**src/rtl/mcu_subsys_bus_arbiter.sv**
```systemverilog
// mcu_subsys_bus_arbiter
// Two-master, one-slave round-robin arbiter for the MCU subsystem native
// memory bus. Master 0 is the CPU, master 1 is the DMA / debug loader; the
// slave is the host bridge address decoder. The owner is registered and
// holds the bus for exactly one transaction.
//
// Optional feature macro: ARB_TIMEOUT_EN
//   defined   : a 16-bit stall counter force-completes a transaction after
//               TIMEOUT_CYCLES busy cycles without s_ready, returning
//               ERR_RDATA and pulsing timeout_err.
//   undefined : BUSY waits for s_ready indefinitely, timeout_err reads 0.
//
// Ports:
//   sys_clk, rst        rising-edge clock, synchronous active-high reset
//   m0_* / m1_*         master request (valid/addr/wdata/wstrb) and
//                       completion (ready strobe, rdata valid with ready)
//   s_*                 muxed request to the slave and its response
//   grant               one-hot registered owner, 00 when idle
//   timeout_err         one-cycle pulse on a forced completion
module mcu_subsys_bus_arbiter #(
  parameter int unsigned TIMEOUT_CYCLES = 256,
  parameter logic [31:0] ERR_RDATA      = 32'hDEAD_BEEF
) (
  input  logic        sys_clk,
  input  logic        rst,
  input  logic        m0_valid,
  output logic        m0_ready,
  input  logic [31:0] m0_addr,
  input  logic [31:0] m0_wdata,
  input  logic [3:0]  m0_wstrb,
  output logic [31:0] m0_rdata,
  input  logic        m1_valid,
  output logic        m1_ready,
  input  logic [31:0] m1_addr,
  input  logic [31:0] m1_wdata,
  input  logic [3:0]  m1_wstrb,
  output logic [31:0] m1_rdata,
  output logic        s_valid,
  input  logic        s_ready,
  output logic [31:0] s_addr,
  output logic [31:0] s_wdata,
  output logic [3:0]  s_wstrb,
  input  logic [31:0] s_rdata,
  output logic [1:0]  grant,
  output logic        timeout_err
);

  typedef enum logic [0:0] {
    ST_IDLE = 1'b0,
    ST_BUSY = 1'b1
  } state_t;

  state_t      state_r;
  state_t      state_nxt_s;
  logic        owner_r;
  logic        owner_nxt_s;
  logic        last_owner_r;
  logic        last_owner_nxt_s;
  logic        busy_s;
  logic        own_valid_s;
  logic [31:0] own_addr_s;
  logic [31:0] own_wdata_s;
  logic [3:0]  own_wstrb_s;
  logic        done_s;
  logic        timeout_hit_s;
  logic        complete_s;
  logic [31:0] cpl_rdata_s;

  assign busy_s = (state_r == ST_BUSY);

  // Select the current owner's request fields
  always_comb begin
    own_valid_s = 1'b0;
    own_addr_s  = 32'h0000_0000;
    own_wdata_s = 32'h0000_0000;
    own_wstrb_s = 4'b0000;
    if (owner_r) begin
      own_valid_s = m1_valid;
      own_addr_s  = m1_addr;
      own_wdata_s = m1_wdata;
      own_wstrb_s = m1_wstrb;
    end else begin
      own_valid_s = m0_valid;
      own_addr_s  = m0_addr;
      own_wdata_s = m0_wdata;
      own_wstrb_s = m0_wstrb;
    end
  end

  // s_ready only counts while a request is actually presented to the slave
  assign done_s = busy_s & own_valid_s & s_ready;

`ifdef ARB_TIMEOUT_EN
  localparam logic [15:0] TO_LAST = 16'(TIMEOUT_CYCLES - 32'd1);
  logic [15:0] stall_cnt_r;

  // Stall counter: held at zero while idle so it starts clear in BUSY
  always_ff @(posedge sys_clk) begin
    if (rst) begin
      stall_cnt_r <= 16'd0;
    end else if (!busy_s) begin
      stall_cnt_r <= 16'd0;
    end else if (!s_ready) begin
      stall_cnt_r <= stall_cnt_r + 16'd1;
    end else begin
      stall_cnt_r <= stall_cnt_r;
    end
  end

  // A slave ready in the limit cycle wins over the watchdog
  assign timeout_hit_s = busy_s & own_valid_s & ~s_ready & (stall_cnt_r == TO_LAST);
`else
  logic timeout_cfg_unused_s;
  assign timeout_cfg_unused_s = ^TIMEOUT_CYCLES;
  assign timeout_hit_s        = 1'b0;
`endif

  assign complete_s  = done_s | timeout_hit_s;
  assign cpl_rdata_s = done_s ? s_rdata : ERR_RDATA;
  assign timeout_err = timeout_hit_s;

  // Arbitration and transaction sequencing
  always_comb begin
    state_nxt_s      = state_r;
    owner_nxt_s      = owner_r;
    last_owner_nxt_s = last_owner_r;
    case (state_r)
      ST_IDLE: begin
        if (m0_valid && m1_valid) begin
          owner_nxt_s = ~last_owner_r;
          state_nxt_s = ST_BUSY;
        end else if (m0_valid) begin
          owner_nxt_s = 1'b0;
          state_nxt_s = ST_BUSY;
        end else if (m1_valid) begin
          owner_nxt_s = 1'b1;
          state_nxt_s = ST_BUSY;
        end else begin
          state_nxt_s = ST_IDLE;
        end
      end
      ST_BUSY: begin
        // An owner that drops valid early is released without a ready
        if (complete_s || !own_valid_s) begin
          state_nxt_s      = ST_IDLE;
          last_owner_nxt_s = owner_r;
        end else begin
          state_nxt_s = ST_BUSY;
        end
      end
      default: begin
        state_nxt_s = ST_IDLE;
      end
    endcase
  end

  // State, owner and grant registers
  always_ff @(posedge sys_clk) begin
    if (rst) begin
      state_r      <= ST_IDLE;
      owner_r      <= 1'b0;
      last_owner_r <= 1'b1;
      grant        <= 2'b00;
    end else begin
      state_r      <= state_nxt_s;
      owner_r      <= owner_nxt_s;
      last_owner_r <= last_owner_nxt_s;
      if (state_nxt_s == ST_BUSY) begin
        grant <= owner_nxt_s ? 2'b10 : 2'b01;
      end else begin
        grant <= 2'b00;
      end
    end
  end

  // Slave-side mux and master completion steering
  always_comb begin
    s_valid  = 1'b0;
    s_addr   = 32'h0000_0000;
    s_wdata  = 32'h0000_0000;
    s_wstrb  = 4'b0000;
    m0_ready = 1'b0;
    m1_ready = 1'b0;
    m0_rdata = 32'h0000_0000;
    m1_rdata = 32'h0000_0000;
    if (busy_s) begin
      s_valid = own_valid_s & ~timeout_hit_s;
      s_addr  = own_addr_s;
      s_wdata = own_wdata_s;
      s_wstrb = own_wstrb_s;
    end else begin
      s_valid = 1'b0;
    end
    if (complete_s) begin
      if (owner_r) begin
        m1_ready = 1'b1;
        m1_rdata = cpl_rdata_s;
      end else begin
        m0_ready = 1'b1;
        m0_rdata = cpl_rdata_s;
      end
    end else begin
      m0_ready = 1'b0;
      m1_ready = 1'b0;
    end
  end

endmodule

```
**config.mk**
```make
export PLATFORM = sky130hd
export DESIGN_NAME = mcu_subsys_bus_arbiter
export DESIGN_NICKNAME = d
export VERILOG_FILES = /design/src/rtl/mcu_subsys_bus_arbiter.sv
export SDC_FILE = /design/constraint.sdc
export NUM_CORES = 1
export LEC_CHECK = 0
export CAP_MARGIN = 25
export CORE_AREA = 4 4 120 122
export DETAILED_ROUTE_END_ITERATION = 10
export DIE_AREA = 0 0 124 126
export SLEW_MARGIN = 10
export SYNTH_ARGS = -nofsm -noshare
export SYNTH_HDL_FRONTEND = slang
export SYNTH_SLANG_ARGS = --single-unit
```
**constraint.sdc**
```tcl
create_clock -name sys_clk -period 1.6 [get_ports sys_clk]
set_clock_uncertainty 0.05 [all_clocks]
set_input_delay 0.48 -clock sys_clk [delete_from_list [all_inputs] [get_ports sys_clk]]
set_output_delay 0.48 -clock sys_clk [all_outputs]
set_load 0.1 [all_outputs]
```
==> qor.csv, run 1 <==
stage,metric,value,unit
status,status,finished with violations,
status,violations,setup timing,
drt,drcViolationCount,0,
critical_path,worstPathArrival,1.51,ns
global_routing,grt_usage,0.173,
drt,met1_length,4.34,mm
timing,setup_viol,135,
drt,wl_per_cell,18.8,µm
synthesis,yosys-top-cells-count,"nor2_1, mux2i_1, and2_1",
drt,dr_wl_met3,1.50,mm
synthesis,ys_ff_latch,5,
cells_and_area,layout-drive-gt1-share,0.680,
die,core_area,13200,µm²
placement,place_ws,-0.750,ns
drt,route.met2.wl,8.15,mm
placement,dp_hpwl,11.0,mm
power,swShare,0.504,
clocking,cts_buffer_depth,2,
synthesis,synthArstFlopShare,0,
synthesis,synth_area_leaders,"mux2i_1, and2_1, nor2_1, dfxtp_1, buf_4",
synthesis,ys_seq_area_frac,0.0588,
placement,place_area,7200,µm²
global_routing,grt_max_degree,20,
die,start_util,0.129,
global_routing,antenna_found_initial,0,
critical_path,start_kind,flop,
synthesis,netlist_area,1700,µm²
synthesis,syn-num-nets,420,
clocking,clock_sink_count,5,
timing,rsz0062_at_grt,true,
power,p_leak,3.09,nW
cells_and_area,fin_area,8600,µm²
critical_path,critPathMaxFanout,8,
clocking,cts_hold_buf,0,
drt,totalWireLength,14.2,mm
drt,top_layer,met4,
critical_path,crit_required,1.07,ns
clocking,root_buffer,clkbuf_16,
timing,period_share,1.28,
die,dieArea,15600,µm²
global_routing,grt_overflow,0,
power,p_comb_frac,0.865,
die,row_count,42,
drt,dr.pass1.iters,3,
critical_path,cp-end-kind,output pin,
cells_and_area,antennaDiodeCount,0,
clocking,clkTransAtPathRegs,0.03,ns
power,powerDensity,483,nW/µm²
drt,first_iter_violations,55,
synthesis,yosysMostFrequentCell,nor2_1,
placement,numPortBuffers,309,
cells_and_area,nets,755,
global_routing,grt_pass1_vias,3535,
synthesis,synth_top_area_frac,0.406,
die,die_y,126,µm
synthesis,avgSynthCellArea,6.89,µm²
clocking,cts_buffers,3,
synthesis,synth_cell_type_count,22,
cells_and_area,area_delta_synth_final,406,%
power,p_clk_frac,0.099,
die,die_w,124,µm
global_routing,grt_pass1_wl,20.8,mm
critical_path,worstSetupPathType,reg2out,
synthesis,synth_top_area_cell,mux2i_1,
synthesis,synth_edf_count,0,
clocking,tritoncts,yes,
die,io_pins,311,
clocking,clock_latency,0.23,ns
run,maxCapViolations,0,
timing,fmax,0.490,GHz
synthesis,netlist_instances,247,
drt,routed_via_density,4.12,
timing,fin_tns_setup,-49.82,ns
synthesis,synth_flop_cell,dfxtp_1,
drt,postRouteAntennaNets,0,
timing,min_period,2.04,ns
power,intPower,2.06,mW
placement,gp_congestion,0.721,
power,switching_power,2.09,mW
power,ir_drop,0.000332,V
timing,hold_violations,0,
hold_path,hp-class,reg2reg,
timing,drv_slew,0,
drt,num_vias,3120,
clocking,htreeDepth,1,
timing,postLayoutSetupSlackWorst,-0.440,ns
power,pwr-share-seq,0.035,
synthesis,ys_warn_count,0,
sequential cells by signal (all words and copies together), names as in the netlist:
| signal | count |
|---|---|
| busy_s | 1 |
| last_owner_r | 1 |
| owner_r | 1 |
| grant | 2 |
worst max-delay path, stage by stage, from the launching register on:
cell     delay [ns]
dfxtp_4        0.35
and4b_2        0.32
buf_8          0.15
buf_16         0.13
and2_4         0.15
buf_12         0.17
final timing paths:
path                start           end  slack, ns  depth (start not counted)
min          last_owner_r  last_owner_r       0.48                          2
min reg2reg  last_owner_r  last_owner_r       0.48                          2
max               owner_r  m0_rdata[14]      -0.44                          5
max reg2reg       owner_r      grant[0]       0.03                          6
per-layer routing:
metal  track usage  vias up
met5             0        -
met4        0.0322        0
met3        0.0520       16
met2         0.358      193
met1         0.163     1417
li1              -     1494
cell families (layout without fill, tap and decap cells):
kind of cell | Yosys count | after routing | share of synthesized area
flip-flops | 5 | 5 | 0.0588
other | 1 | 1 | 0.00220
AND/OR/NAND/NOR | 146 | 146 | 0.440
AO/OA/AOI/OAI | 3 | 3 | 0.0132
multiplexers | 69 | 69 | 0.406
buffers and inverters | 23 | 357 | 0.0801
stage by stage:
step / util / cells / hold WS (ns) / power (mW)
floorplan: - / 247 / 0.411 / 1.94
global placement: 0.546 / 730 / 0.447 / 3.19
detailed placement: 0.546 / 730 / 0.467 / 3.21
CTS: 0.645 / 758 / 0.468 / 4.12
global route: 0.652 / 757 / 0.516 / 4.27
finish: 0.652 / 757 / 0.480 / 4.15
layout by cell type, fill, tap and decap left out, drive strengths merged, types with 2 or more instances in the layout:
master,instances
clkbuf,5
nor3b,2
dfxtp,5
dlygate4sd2,15
and2,64
buf,182
nor2,72
nand2b,2
mux2i,69
clkdlybuf4s50,154
layout make-up:
cell class | count | area [µm²]
clock buffer | 4 | 78.8
multi-input combinational | 219 | 3010
fill | 941 | 4590
tap | 176 | 220
timing repair buffer | 352 | 5180
sequential | 5 | 105
inverter | 1 | 8.76
power groups by stage:
stage / clock [mW] / sequential (mW) / combinational [mW]
2_1_floorplan: 0 / 0.174 / 1.76
3_3_place_gp: 0 / 0.152 / 3.03
3_5_place_dp: 0 / 0.152 / 3.06
4_1_cts: 0.414 / 0.146 / 3.56
5_1_grt: 0.422 / 0.149 / 3.70
6_report: 0.412 / 0.147 / 3.59
timing repair:
item / in CTS / in global routing
pin swaps: 23 / 6
endpoints found under the setup margin: 139 / 138
gates cloned: 13 / 1
gates resized for setup: 179 / 23
setup buffers: 13 / 4
(Power assumes the default switching activity.)
==> run 2, diff against run 1 <==
--- a/config.mk
+++ b/config.mk
@@ -7,8 +7,10 @@
 export LEC_CHECK = 0
 export CAP_MARGIN = 25
 export CORE_AREA = 4 4 120 122
+export CTS_CLUSTER_SIZE = 25
 export DETAILED_ROUTE_END_ITERATION = 10
 export DIE_AREA = 0 0 124 126
+export HOLD_SLACK_MARGIN = 0.15
 export SLEW_MARGIN = 10
 export SYNTH_ARGS = -nofsm -noshare
 export SYNTH_HDL_FRONTEND = slang
==> results of run 2 <==
No change in the layout: final DEF, timing and power equal those of run 1.
==> run 3, diff against run 2 <==
--- a/config.mk
+++ b/config.mk
@@ -5,7 +5,6 @@
 export SDC_FILE = /design/constraint.sdc
 export NUM_CORES = 1
 export LEC_CHECK = 0
-export CAP_MARGIN = 25
 export CORE_AREA = 4 4 120 122
 export CTS_CLUSTER_SIZE = 25
 export DETAILED_ROUTE_END_ITERATION = 10
==> results of run 3 <==
No change in the layout: final DEF, timing and power equal those of run 1.
